--- src/rtl/minmax_sequencer.sv ---
// Burst min/max finder: one shared signed less-than comparator, two compare
// cycles per sample, first-occurrence indices reported with a one-cycle done.

module comparator_lt #(
  parameter int N = 32
) (
  input  logic [N-1:0] a,
  input  logic [N-1:0] b,
  output logic         lt
);
  assign lt = $signed(a) < $signed(b);
endmodule

// state     | meaning
// S_IDLE    | waiting for start; results hold
// S_FIRST   | accept sample 0, seeds min and max
// S_WAIT    | accept next sample into the sample register
// S_CMP_MIN | comparator: sample < min
// S_CMP_MAX | comparator: max < sample; advance count
// S_DONE    | done pulse, results valid
module minmax_sequencer #(
  parameter int N     = 32,
  parameter int LEN_W = 8
) (
  input  logic             clk,
  input  logic             rst_n,
  input  logic             start,
  input  logic [LEN_W-1:0] len,
  input  logic             abort,
  input  logic             in_valid,
  output logic             in_ready,
  input  logic [N-1:0]     in_data,
  output logic             busy,
  output logic             done,
  output logic [N-1:0]     min_out,
  output logic [N-1:0]     max_out,
  output logic [LEN_W-1:0] min_idx,
  output logic [LEN_W-1:0] max_idx
);

  typedef enum logic [2:0] {
    S_IDLE, S_FIRST, S_WAIT, S_CMP_MIN, S_CMP_MAX, S_DONE
  } state_t;

  state_t           state_q, state_d;
  logic [LEN_W-1:0] len_q, len_d;
  logic [LEN_W-1:0] count_q, count_d;
  logic [N-1:0]     sample_q, sample_d;
  logic [LEN_W-1:0] sample_idx_q, sample_idx_d;
  logic [N-1:0]     min_q, min_d, max_q, max_d;
  logic [LEN_W-1:0] min_idx_q, min_idx_d, max_idx_q, max_idx_d;
  logic             in_ready_q, in_ready_d;
  logic             busy_q, busy_d;
  logic             done_q, done_d;

  logic [N-1:0] cmp_a, cmp_b;
  logic         cmp_lt;
  logic         hs;

  // Operand order flips between passes so a single lt serves both min and max.
  always_comb begin
    cmp_a = sample_q;
    cmp_b = min_q;
    if (state_q == S_CMP_MAX) begin
      cmp_a = max_q;
      cmp_b = sample_q;
    end
  end

  comparator_lt #(.N(N)) u_cmp (
    .a  (cmp_a),
    .b  (cmp_b),
    .lt (cmp_lt)
  );

  assign hs = in_valid && in_ready_q;

  always_comb begin
    state_d      = state_q;
    len_d        = len_q;
    count_d      = count_q;
    sample_d     = sample_q;
    sample_idx_d = sample_idx_q;
    min_d        = min_q;
    max_d        = max_q;
    min_idx_d    = min_idx_q;
    max_idx_d    = max_idx_q;
    if (abort) begin
      state_d = S_IDLE;
    end else begin
      case (state_q)
        S_IDLE: begin
          if (start) begin
            if (len != '0) begin
              len_d   = len;
              count_d = '0;
              state_d = S_FIRST;
            end else begin
              min_d     = '0;
              max_d     = '0;
              min_idx_d = '0;
              max_idx_d = '0;
              state_d   = S_DONE;
            end
          end
        end
        S_FIRST: begin
          if (hs) begin
            min_d     = in_data;
            max_d     = in_data;
            min_idx_d = '0;
            max_idx_d = '0;
            count_d   = LEN_W'(1);
            state_d   = (len_q == LEN_W'(1)) ? S_DONE : S_WAIT;
          end
        end
        S_WAIT: begin
          if (hs) begin
            sample_d     = in_data;
            sample_idx_d = count_q;
            state_d      = S_CMP_MIN;
          end
        end
        S_CMP_MIN: begin
          if (cmp_lt) begin
            min_d     = sample_q;
            min_idx_d = sample_idx_q;
          end
          state_d = S_CMP_MAX;
        end
        S_CMP_MAX: begin
          if (cmp_lt) begin
            max_d     = sample_q;
            max_idx_d = sample_idx_q;
          end
          count_d = count_q + LEN_W'(1);
          state_d = (count_q + LEN_W'(1) == len_q) ? S_DONE : S_WAIT;
        end
        S_DONE:  state_d = S_IDLE;
        default: state_d = S_IDLE;
      endcase
    end
  end

  // Status outputs are decoded from the next state so they align with state_q.
  always_comb begin
    in_ready_d = (state_d == S_FIRST) || (state_d == S_WAIT);
    busy_d     = (state_d != S_IDLE);
    done_d     = (state_d == S_DONE);
  end

  always_ff @(posedge clk or negedge rst_n) begin
    if (!rst_n) begin
      state_q      <= S_IDLE;
      len_q        <= '0;
      count_q      <= '0;
      sample_q     <= '0;
      sample_idx_q <= '0;
      min_q        <= '0;
      max_q        <= '0;
      min_idx_q    <= '0;
      max_idx_q    <= '0;
      in_ready_q   <= 1'b0;
      busy_q       <= 1'b0;
      done_q       <= 1'b0;
    end else begin
      state_q      <= state_d;
      len_q        <= len_d;
      count_q      <= count_d;
      sample_q     <= sample_d;
      sample_idx_q <= sample_idx_d;
      min_q        <= min_d;
      max_q        <= max_d;
      min_idx_q    <= min_idx_d;
      max_idx_q    <= max_idx_d;
      in_ready_q   <= in_ready_d;
      busy_q       <= busy_d;
      done_q       <= done_d;
    end
  end

  assign in_ready = in_ready_q;
  assign busy     = busy_q;
  assign done     = done_q;
  assign min_out  = min_q;
  assign max_out  = max_q;
  assign min_idx  = min_idx_q;
  assign max_idx  = max_idx_q;

endmodule

--- config.mk ---
export PLATFORM = sky130hd
export DESIGN_NAME = minmax_sequencer
export DESIGN_NICKNAME = d
export VERILOG_FILES = /design/src/rtl/minmax_sequencer.sv
export SDC_FILE = /design/constraint.sdc
export NUM_CORES = 1
export LEC_CHECK = 0
export BUFFER_PORTS_ARGS = -buffer_cell sky130_fd_sc_hd__buf_2
export CAP_MARGIN = 20
export CORE_ASPECT_RATIO = 1.75
export CORE_UTILIZATION = 53
export DETAILED_ROUTE_END_ITERATION = 10
export GPL_ROUTABILITY_DRIVEN = 0
export PLACE_DENSITY = 0.79
export SYNTH_ARGS = -nofsm -noshare
export SYNTH_HDL_FRONTEND = slang
export SYNTH_SLANG_ARGS = --single-unit
--- constraint.sdc ---
create_clock -name clk -period 4.4 [get_ports clk]
set_clock_uncertainty 0.05 [all_clocks]
set_input_delay 0.66 -clock clk [delete_from_list [all_inputs] [get_ports clk]]
set_output_delay 0.66 -clock clk [all_outputs]
set_load 0.005 [all_outputs]
Yosys cells after proc, flatten, opt, wreduce, memory -nomap -nowiden
Cells that the tools add are included.
{"block": "classes", "muxes": 26, "n_reduce_logical": 12, "n_lt_le_gt_ge": 1, "bitwise_logic": 1, "eq_ne": 15, "addsub": 1}
{"op": "two-way mux 32 bit", "count": 6}
{"op": "one-hot mux 32 bit (3 select lines)", "count": 2}
{"op": "one-hot mux 8 bit (3 select lines)", "count": 3}
{"op": "two-way mux 8 bit", "count": 7}
{"op": "less-than comparator 32 bit", "count": 1}
{"op": "two-way mux 3 bit", "count": 7}
{"op": "one-hot mux 3 bit (5 select lines)", "count": 1}
{"op": "inequality test 2 bit (second input constant)", "count": 6}
{"op": "AND reduction 6 bit", "count": 2}
{"op": "equality test 3 x 2 -> 1 bit (second input constant)", "count": 3}
{"op": "nonzero test 3 bit", "count": 3}
{"op": "adder 8 x 1 -> 8 bit (second input constant)", "count": 1}
{"op": "equality test 8 x 1 -> 1 bit (second input constant)", "count": 1}
{"op": "equality test 8 bit", "count": 1}
{"op": "nonzero test 8 bit", "count": 1}
{"op": "equality test 3 x 1 -> 1 bit (second input constant)", "count": 2}
{"op": "equality test 3 bit (second input constant)", "count": 2}
{"op": "AND reduction 5 bit", "count": 1}
{"op": "AND reduction 4 bit", "count": 1}
{"op": "logical NOT 3 bit", "count": 1}
{"op": "AND reduction 3 bit", "count": 1}
{"op": "logical AND 1 bit", "count": 1}
{"op": "logical OR 1 bit", "count": 1}
{"op": "inverter 1 bit", "count": 1}
{"block": "totals", "register_bits": 142, "input_bits": 45}

Depth between registers and ports, before layout
Gate-level depths: netlist (run 1).
{"block": "depth", "word_depth": 7, "ltp_mapped": 18, "mapped_depth_nobuf": 11}

Modules after synthesis
A second synthesis (run 1) with hierarchy kept.
{"block": "unflattened", "cells_unflattened": 907, "hier_area_um2": 7841.3}
{"mod": "minmax_sequencer", "area_per_inst_um2": 7051.8, "seq_area_each_um2": 3553.4, "cells_per_inst": 799, "n_inst": 1}
{"mod": "comparator_lt", "area_per_inst_um2": 789.5, "seq_area_each_um2": 0.0, "cells_per_inst": 108, "n_inst": 1}

Worst setup path after synthesis (run 1)
OpenSTA, ideal clock, no wires.
{"block": "synth_timing", "kind": "register -> register", "from": "register state_q[1]", "to": "register max_q[0] (netlist: max_out[0])", "t_required_ns": 4.281, "t_arrival_ns": 4.068, "path_stages_with_launch": 19, "setup_slack_ns": 0.213, "setup_time_ns": 0.069, "path_cell_list": "dfrtp_1 > clkbuf_1 > nor3b_1 > clkbuf_1 > clkbuf_1 > clkbuf_1 > nand2_1 > nand2_1 > ha_1 > nand4_1 > nor3_1 > o211ai_1 > a211o_1 > a41oi_1 > clkbuf_1 > buf_2 > clkbuf_1 > nand3_1 > nand3_1"}
{"block": "synth_via", "elab_chain_len": 5}
{"element": "start: declaration", "line_no": "45", "rtl": "state_t state_q, state_d;"}
{"element": "start signal: assignment", "line_no": "167", "rtl": "state_q <= state_d;"}
{"element": "equality test 3 bit", "line_no": "64, 91"}
{"element": "two-way mux 32 bit", "line_no": "64", "rtl": "if (state_q == S_CMP_MAX) begin"}
{"element": "less-than comparator 32 bit", "line_no": "11", "rtl": "assign lt = $signed(a) < $signed(b);"}
{"element": "inequality test 2 bit (no line)"}
{"element": "AND reduction 6 bit (no line)"}
{"element": "end signal: assignment", "line_no": "173", "rtl": "max_q <= max_d;"}
{"element": "end: declaration", "line_no": "50", "rtl": "logic [N-1:0] min_q, min_d, max_q, max_d;"}
Parallel ways exist; a longest one is shown, timed or not.
A chain may end at the register's enable or synchronous reset.

Worst setup path in the final report (run 1)
{"block": "layout_timing", "from": "register state_q[1]", "to": "register min_q[14] (netlist: min_out[14])"}
{"block": "layout_via", "elab_chain_len": 5}
{"element": "equality test 3 bit", "line_no": "64"}
{"element": "two-way mux 32 bit", "line_no": "64"}
{"element": "less-than comparator 32 bit", "line_no": "11"}
{"element": "inequality test 2 bit (no line)"}
{"element": "AND reduction 6 bit (no line)"}
{"element": "end signal: assignment", "line_no": "172", "rtl": "min_q <= min_d;"}
{"element": "end: declaration", "line_no": "50"}
Parallel ways exist; a longest one is shown, timed or not.

==> run_results.csv, run 1 <==
group,metric,value,unit
route,routed_wl,29.3,mm
clock_tree,insertion_delay,0.44,ns
global_route,grt_pass1_wl,47.5,mm
logic_synthesis,ys_top_cells_by_area,"dfrtp_1 (36%), nand3_1 (7.9%), a22oi_1 (5.0%), mux2_2 (4.8%), nand2_1 (4.2%)",
logic_synthesis,synth_area,9750,um2
clock_tree,hold_buffers,0,
power_and_ir_drop,p_total,5.93,mW
timing,fin_tns_setup,0,ns
logic_synthesis,syn_nets,1200,
finish,fillers,1589,
clock_tree,ctsHtreeMaxLevel,4,
logic_synthesis,ys_warn_count,0,
floorplanning,core,18100,um2
critical_path,critical_path.max_fanout,64,
route,drc_errors,0,
critical_path,path_class,"register to register",
global_route,grt_max_degree,87,
route,wl_per_cell,20.5,um
place,io_buffers,127,
floorplanning,die_h,181,um
timing,min_period,4.08,ns
floorplanning,die_area,19000,um2
logic_synthesis,synth_top_area_share,36.4,%
power_and_ir_drop,power_density,530,nW/um2
status,status,"finished, final reports clean",
logic_synthesis,synth-seq-cells,142,
logic_synthesis,synth-async-reset-ratio,100,%
clock_tree,cts_tree,"yes",
finish,final_nets,1266,
timing,relSlewSlack,29.0,%
critical_path,end_kind,"register",
finish,areaGrowthSynthToFinish,14.6,%
finish,drive_above_1_share,19.7,%
global_route,grt_pass1_vias,9292,
job,drv_cap,0,
timing,final-setup-viol-count,0,
logic_synthesis,synth_cells,1123,
floorplanning,initial_core_util,54.0,%
critical_path,crit_arrival,4.34,ns
clock_tree,cts_sinks,142,
critical_path,crit_path_start_kind,"register",
global_route,grt_antenna_before_repair,0,
timing,worstMarginPinSlew,1.06,ns
floorplanning,boundaryPins,128,
clock_tree,post-cts-setup-buffer-count,0,
clock_tree,cts_made_buffers,17,
logic_synthesis,yosysSeqAreaShare,36.4,%
finish,seq_area,3550,um2
power_and_ir_drop,ir_drop,637,uV
route,drt-initial-drc-count,617,
route,firstDrtPassIters,5,
route,routed_via_density,6.68,
global_route,overflow,0,
timing,hold_viol,0,
logic_synthesis,synthDistinctLibCells,58,
finish,utilization,61.9,%
power_and_ir_drop,p_leak,4.66,nW
logic_synthesis,synth_ff_type,"dfrtp_1",
critical_path,cp.required,4.66,ns
clock_tree,cts-root-buf,"clkbuf_16",
place,placed_area,10600,um2
clock_tree,cts_resized,0,
route,drt.antenna.violating_nets,0,
route,dr_total_vias,9587,
finish,diodes,0,
timing,slew_violations,0,
logic_synthesis,synth_edf_count,0,
timing,post-route-period-util,92.7,%
timing,rsz0062_at_grt,"no",
logic_synthesis,yosysTopAreaCell,"dfrtp_1",
finish,multi_input_area,5830,um2
floorplanning,num_rows,65,
clock_tree,max-clock-path-buffers,2,
clock_tree,clkTransAtPathRegs,0.06,ns
global_route,grt_use_total,31.6,%
floorplanning,dieWidth,105,um
finish,fin_area,11200,um2
place,hpwl,18.8,mm
timing,fmax,245,MHz
logic_synthesis,syn_avg_cell_area,8.68,um2
hold_path,hp-class,"input port to async pin",
-- final cells by class --
cell class	count	area share, %
clock buffers	18	3.84
repair buffers	148	7.82
multi-input cells	876	52.1
clock inverters	13	1.69
well taps	234	2.62
inverters	4	0.134
flip-flops and latches	142	31.8
-- kinds of logic after synthesis --
kind of cell | share of synthesized area (%)
AND/OR/NAND/NOR | 28.6
AO/OA/AOI/OAI | 16.9
flip-flops | 36.4
buffers and inverters | 4.41
multiplexers | 8.83
adder cells (fa/ha/maj) | 4.11
XOR/XNOR | 0.718
-- synth_stat cells, types with 5 or more instances --
library cell	count
nor4_1	5
dfrtp_1	142
nor2_1	62
nand4b_1	8
and2_1	35
buf_2	5
or4_1	22
a211oi_1	28
and3_1	51
mux2_1	6
mux2_2	42
a22oi_1	65
mux2i_1	32
buf_1	8
or3_1	34
a21oi_1	19
nor3_1	16
a221oi_1	11
a31oi_1	14
a311oi_1	23
nand3b_1	18
clkbuf_1	84
nand3_1	154
o21ai_0	21
nand2_1	109
nand4_1	7
ha_1	32
a21boi_0	8
-- layout by cell type, fill, tap and decap left out, types with 34 or more instances in the layout --
cell type    n
nor2_1      61
nand3_1    154
nand2_1    109
and3_1      51
and2_1      35
a22oi_1     65
buf_2      126
mux2_2      42
or3_1       34
dfrtp_1    142
-- metal layers --
| layer | vias up | routed length [um] | track usage (%) |
|---|---|---|---|
| met4 | 0 | 1810 | 21.9 |
| met5 | - | 0 | 0 |
| met1 | 4667 | 10500 | 34.9 |
| li1 | 4367 | - | - |
| met2 | 439 | 15100 | 53.9 |
| met3 | 114 | 1940 | 6.60 |
-- state kept, by name, summed over array words and instances (netlist names) --
register	cells
count_q	8
min_out	32
sample_q	32
max_idx	8
done	1
state_q	3
max_out	32
min_idx	8
sample_idx_q	8
in_ready	1
busy	1
len_q	8
-- worst max-delay path, stage by stage (launching register included) --
cell and delay (ns):
dfrtp_1 0.49, or3b_4 0.62, buf_12 0.27, mux2i_1 0.16
ha_1 0.32, nand4_1 0.14, nor3_1 0.31, o211ai_1 0.15
a211o_1 0.35, a41oi_4 0.33, buf_12 0.25, nor3_1 0.08
or3_1 0.39
-- path summary, 6_finish.rpt --
check                                             from                     endpoint  slack [ns]  cells after the start
max                               state_q[1]$_DFF_PN0_      min_out[14]$_DFFE_PN0P_        0.32                     12
min                                              rst_n      min_out[19]$_DFFE_PN0P_        0.26                      1
max reg2reg                       state_q[1]$_DFF_PN0_      min_out[14]$_DFFE_PN0P_        0.32                     12
min reg2reg                sample_idx_q[1]$_DFFE_PN0P_  sample_idx_q[1]$_DFFE_PN0P_        0.49                      1
max in group asynchronous                        rst_n      max_out[27]$_DFFE_PN0P_        3.06                      2
min in group clk                                len[3]         len_q[3]$_DFFE_PN0P_        0.43                      2
-- power breakdown --
part           internal (mW)  switching, mW
Clock                  0.949          0.603
Combinational           1.03           1.35
Sequential              1.59          0.404
Total                   3.57           2.36
-- per-stage QoR --
stage / hold WS (ns) / worst slack (ns) / std cells
floorplan: 0.314 / 0.213 / 1123
global placement: 0.470 / 0.497 / 1404
detailed placement: 0.477 / 0.368 / 1404
CTS: 0.289 / 0.359 / 1435
global route: 0.320 / 0.131 / 1435
finish: 0.257 / 0.321 / 1435
(Power assumes the default switching activity.)
==> inputs of run 2 (changes only) <==
--- a/config.mk
+++ b/config.mk
@@ -8,7 +8,8 @@
 export BUFFER_PORTS_ARGS = -buffer_cell sky130_fd_sc_hd__buf_2
 export CAP_MARGIN = 20
 export CORE_ASPECT_RATIO = 1.75
-export CORE_UTILIZATION = 53
+export CORE_MARGIN = 3
+export CORE_UTILIZATION = 55
 export DETAILED_ROUTE_END_ITERATION = 10
 export GPL_ROUTABILITY_DRIVEN = 0
 export PLACE_DENSITY = 0.79
==> constraint.sdc (replaced) <==
create_clock -name clk -period 4.6 [get_ports clk]
set_clock_uncertainty 0.05 [all_clocks]
set_input_delay 0.69 -clock clk [delete_from_list [all_inputs] [get_ports clk]]
set_output_delay 0.69 -clock clk [all_outputs]
set_load 0.005 [all_outputs]
==> run_results.csv, run 2 (synthesis gave the netlist of run 1 again) <==
group,metric,value,unit
route,wl_per_cell,20.9,um
global_route,grt_pass1_vias,9122,
clock_tree,hold_buffers,0,
global_route,grt_max_degree,97,
critical_path,r2r_cells,12,
finish,drive_above_1_share,19.7,%
hold_path,hp-class,"input port to async pin",
power_and_ir_drop,clkPwrFrac,24.9,%
timing,fin_tns_setup,0,ns
critical_path,path_class,"register to register",
clock_tree,cts-root-buf,"clkbuf_16",
critical_path,critical_path.max_fanout,65,
status,status,"finished, final reports clean",
place,placed_area,10500,um2
finish,final_nets,1263,
power_and_ir_drop,power_density,503,nW/um2
critical_path,end_kind,"register",
global_route,grt_use_total,30.3,%
critical_path,path_cells,"or3b_4, buf_12, mux2i_1, ha_1, nand4_1, nor3_1, o211ai_1, a211o_1, a41oi_4, buf_12, nor3_1, or3_1",
floorplanning,core,17200,um2
power_and_ir_drop,power_switching,2.30,mW
finish,final_cell_mix,"nand3_1 (154), dfrtp_1 (142), buf_2 (126), nand2_1 (109), a22oi_1 (65)",
clock_tree,ctsHtreeMaxLevel,4,
power_and_ir_drop,ir_drop,422,uV
critical_path,path_delay_family,"simple AND/OR/NAND/NOR gates",
route,routed_wl,29.8,mm
finish,diodes,0,
power_and_ir_drop,combPwrFrac,40.7,%
clock_tree,cts_tree,"yes",
timing,fmax,240,MHz
timing,worstMarginPinSlew,1.06,ns
floorplanning,dieWidth,107,um
finish,fin_area,11100,um2
clock_tree,insertion_delay,0.43,ns
job,drv_cap,0,
clock_tree,clkTransAtPathRegs,0.06,ns
power_and_ir_drop,p_total,5.58,mW
floorplanning,initial_core_util,56.8,%
power_and_ir_drop,p_int,3.28,mW
global_route,grt_pass1_wl,47.4,mm
clock_tree,cts_resized,0,
power_and_ir_drop,pwr-share-seq,34.4,%
clock_tree,post-cts-setup-buffer-count,0,
timing,hold_viol,0,
route,firstDrtPassIters,6,
timing,relSlewSlack,29.1,%
floorplanning,boundaryPins,128,
finish,final_common_cell,"nand3_1",
power_and_ir_drop,sw_frac_of_total,41.2,%
critical_path,r2r-end,"min_out[14]$_DFFE_PN0P_",
timing,slew_violations,0,
critical_path,cp.required,4.85,ns
clock_tree,cts_sinks,142,
critical_path,slowest_delay,0.62,ns
critical_path,slowest_stage,"or3b_4",
route,drc_errors,0,
place,io_buffers,127,
power_and_ir_drop,p_leak,4.62,nW
route,drt.antenna.violating_nets,0,
route,dr_total_vias,9627,
critical_path,r2r_slack,0.44,ns
global_route,grt_antenna_before_repair,0,
finish,utilization,64.6,%
floorplanning,die_area,19400,um2
place,hpwl,18.8,mm
floorplanning,num_rows,63,
floorplanning,die_h,182,um
critical_path,worst-path-buf-inv,2,
clock_tree,cts_made_buffers,17,
critical_path,crit_arrival,4.41,ns
timing,rsz0062_at_grt,"no",
timing,min_period,4.16,ns
clock_tree,max-clock-path-buffers,2,
timing,post-route-period-util,90.4,%
global_route,overflow,0,
route,routed_via_density,6.75,
critical_path,crit_path_start_kind,"register",
critical_path,rr_startpoint,"state_q[2]$_DFF_PN0_",
route,drt-initial-drc-count,849,
timing,final-setup-viol-count,0,
finish,areaGrowthSynthToFinish,13.8,%
==> run 2: cell count changes in the layout (fill, tap and decap cells not counted), sizes merged <==
| cell | previous run | this run |
|---|---|---|
| clkinvlp | 2 | 1 |
| buf | 148 | 145 |
| clkinv | 5 | 7 |
| bufinv | 4 | 1 |
| inv | 6 | 8 |
| clkbuf | 18 | 19 |
==> run 2: per-stage QoR <==
stage,worst slack [ns],std cells,hold WS (ns)
6_report,0.441,1426,0.222
2_1_floorplan,0.413,1123,0.344
5_1_grt,0.222,1426,0.274
3_3_place_gp,0.621,1394,0.473
4_1_cts,0.509,1426,0.287
3_5_place_dp,0.510,1394,0.480
==> run 2: worst max-delay path by stage <==
stage                               startpoint                 endpoint  depth (start not counted)
after CTS                 state_q[2]$_DFF_PN0_  min_out[25]$_DFFE_PN0P_                         12
after floorplan           state_q[1]$_DFF_PN0_   max_out[0]$_DFFE_PN0P_                         18
after global routing      state_q[2]$_DFF_PN0_  max_out[30]$_DFFE_PN0P_                         12
final                     state_q[2]$_DFF_PN0_  min_out[14]$_DFFE_PN0P_                         12
after detailed placement  state_q[2]$_DFF_PN0_  min_out[19]$_DFFE_PN0P_                         12
after global placement    state_q[2]$_DFF_PN0_  min_out[14]$_DFFE_PN0P_                         12
==> run 2: worst register-to-register path: stages, from the launching register on <==
cell	delay, ns
dfrtp_1	0.57
or3b_4	0.62
buf_12	0.28
mux2i_1	0.20
ha_1	0.31
nand4_1	0.14
nor3_1	0.31
o211ai_1	0.14
a211o_1	0.34
a41oi_4	0.29
buf_12	0.27
nor3_1	0.13
or3_1	0.39
==> run 2: metal layers <==
| layer | routed length, um | vias to the layer above | GRT usage (%) |
|---|---|---|---|
| li1 | - | 4358 | - |
| met1 | 10800 | 4731 | 34.9 |
| met2 | 15600 | 435 | 52.2 |
| met3 | 1820 | 103 | 5.27 |
| met4 | 1550 | 0 | 17.5 |
| met5 | 0 | - | 0 |
==> run 2: power groups by stage <==
stage	logic, mW	clock network, mW	registers, mW
floorplan	1.64	0	1.80
global placement	2.18	0	1.90
detailed placement	2.25	0	1.92
CTS	2.26	1.40	1.90
global route	2.52	1.44	1.96
finish	2.27	1.39	1.92
==> run 2: area by class of cell <==
class / count / area [um2]
timing repair buffer: 145 / 827
clock inverter: 13 / 130
tap: 227 / 284
fill: 1503 / 6090
sequential: 142 / 3550
inverter: 4 / 15.0
multi-input combinational: 876 / 5830
clock buffer: 19 / 453
==> inputs of run 3 (changes only) <==
--- a/config.mk
+++ b/config.mk
@@ -12,7 +12,7 @@
 export CORE_UTILIZATION = 55
 export DETAILED_ROUTE_END_ITERATION = 10
 export GPL_ROUTABILITY_DRIVEN = 0
-export PLACE_DENSITY = 0.79
+export PLACE_DENSITY = 0.78
 export SYNTH_ARGS = -nofsm -noshare
 export SYNTH_HDL_FRONTEND = slang
 export SYNTH_SLANG_ARGS = --single-unit
==> constraint.sdc (replaced) <==
create_clock -name clk -period 4.6 [get_ports clk]
set_clock_uncertainty 0.05 [all_clocks]
set_input_delay 0.92 -clock clk [delete_from_list [all_inputs] [get_ports clk]]
set_output_delay 0.92 -clock clk [all_outputs]
set_load 0.005 [all_outputs]
==> run_results.csv, run 3 (synthesis gave the netlist of run 1 again) <==
group,metric,value,unit
status,status,"finished, final reports clean",
clock_tree,hold_buffers,0,
floorplanning,initial_core_util,56.8,%
global_route,grt_pass1_wl,46.9,mm
clock_tree,cts_made_buffers,17,
critical_path,crit_arrival,4.48,ns
critical_path,r2r-end,"min_out[2]$_DFFE_PN0P_",
global_route,grt_pass1_vias,9065,
floorplanning,core,17200,um2
finish,fin_area,11100,um2
power_and_ir_drop,ir_drop,385,uV
route,routed_wl,29.3,mm
finish,diodes,0,
route,routed_via_density,6.69,
place,placed_area,10500,um2
power_and_ir_drop,power_density,497,nW/um2
critical_path,path_class,"register to register",
timing,slew_violations,0,
floorplanning,boundaryPins,128,
power_and_ir_drop,sw_frac_of_total,41.6,%
place,io_buffers,127,
global_route,overflow,0,
power_and_ir_drop,power_switching,2.30,mW
finish,drive_above_1_share,19.9,%
critical_path,cp.required,4.85,ns
timing,worstMarginPinSlew,1.05,ns
clock_tree,post-cts-setup-buffer-count,0,
finish,final_cell_mix,"nand3_1 (154), dfrtp_1 (142), buf_2 (126), nand2_1 (109), a22oi_1 (65)",
power_and_ir_drop,clkPwrFrac,24.3,%
power_and_ir_drop,p_leak,4.62,nW
route,drt.antenna.violating_nets,0,
power_and_ir_drop,p_int,3.22,mW
finish,areaGrowthSynthToFinish,13.9,%
global_route,grt_max_degree,88,
critical_path,crit_path_start_kind,"register",
route,firstDrtPassIters,5,
timing,min_period,4.22,ns
floorplanning,num_rows,63,
timing,final-setup-viol-count,0,
power_and_ir_drop,combPwrFrac,41.2,%
finish,final_nets,1266,
place,hpwl,18.7,mm
clock_tree,max-clock-path-buffers,2,
clock_tree,cts_tree,"yes",
clock_tree,ctsHtreeMaxLevel,4,
finish,final_common_cell,"nand3_1",
power_and_ir_drop,pwr-share-seq,34.5,%
timing,hold_ws,0.471,ns
route,wl_per_cell,20.5,um
global_route,grt_use_total,30.0,%
critical_path,r2r_cells,12,
timing,post-route-period-util,91.8,%
floorplanning,die_area,19400,um2
critical_path,rr_startpoint,"state_q[2]$_DFF_PN0_",
floorplanning,die_h,182,um
critical_path,critical_path.max_fanout,68,
critical_path,end_kind,"register",
timing,relSlewSlack,30.3,%
timing,rsz0062_at_grt,"no",
hold_path,hp-class,"input port to async pin",
clock_tree,clkTransAtPathRegs,0.07,ns
critical_path,r2r_slack,0.38,ns
route,drt-initial-drc-count,849,
clock_tree,insertion_delay,0.44,ns
floorplanning,dieWidth,107,um
job,drv_cap,0,
route,dr_total_vias,9555,
timing,fin_tns_setup,0,ns
clock_tree,cts_resized,0,
global_route,grt_antenna_before_repair,0,
timing,hold_viol,0,
route,drc_errors,0,
clock_tree,cts_sinks,142,
timing,fmax,237,MHz
clock_tree,cts-root-buf,"clkbuf_16",
## run 3: how the worst max path moves through the flow
stage                              start                 endpoint  cells after the start
global placement    state_q[2]$_DFF_PN0_  min_out[25]$_DFFE_PN0P_                     12
finish              state_q[2]$_DFF_PN0_   min_out[2]$_DFFE_PN0P_                     12
detailed placement  state_q[2]$_DFF_PN0_  min_out[24]$_DFFE_PN0P_                     12
floorplan           state_q[1]$_DFF_PN0_   max_out[0]$_DFFE_PN0P_                     18
global route        state_q[2]$_DFF_PN0_  max_out[21]$_DFFE_PN0P_                     12
CTS                 state_q[2]$_DFF_PN0_   min_out[2]$_DFFE_PN0P_                     12
## run 3: critical path: stages (launching register included)
cell and delay, ns:
dfrtp_1 0.56, or3b_4 0.65, buf_12 0.26, mux2i_1 0.15, ha_1 0.31, nand4_1 0.14
nor3_1 0.34, o211ai_1 0.16, a211o_1 0.34, a41oi_4 0.31, buf_12 0.29, nor3_1 0.08
or3_1 0.39
## run 3: metrics by stage
step                      total power [mW]  cells  utilization, %  setup slack, ns
final                                 5.52   1429            64.7            0.377
after global routing                  5.88   1429            64.7            0.232
after CTS                             5.52   1429            64.7            0.437
after detailed placement              4.17   1397            61.4            0.461
after global placement                4.10   1397            61.4            0.592
after floorplan                       3.44   1123               -            0.413
## run 3: area by class of cell
cell class | count | area (um2)
clock buffers | 18 | 439
clock inverters | 14 | 125
fillers | 1523 | 6070
inverters | 4 | 15.0
multi-input cells | 876 | 5830
flip-flops and latches | 142 | 3550
well taps | 227 | 284
repair buffers | 148 | 862
## run 3: power by group through the flow
stage / combinational, mW / clock [mW] / sequential (mW)
final: 2.27 / 1.34 / 1.90
after global routing: 2.54 / 1.40 / 1.94
after CTS: 2.28 / 1.35 / 1.89
after detailed placement: 2.26 / 0 / 1.91
after global placement: 2.20 / 0 / 1.90
after floorplan: 1.64 / 0 / 1.80
## run 3: per-layer routing
metal  vias up  GRT usage, %  routed length, um  part of all wire [%]
met5         -             0                  0                     0
met4         0          17.9               1570                   5.4
met3        99          4.14               1840                   6.3
met2       433          52.2              15100                    52
met1      4669          34.7              10700                    37
li1       4354             -                  -                     -
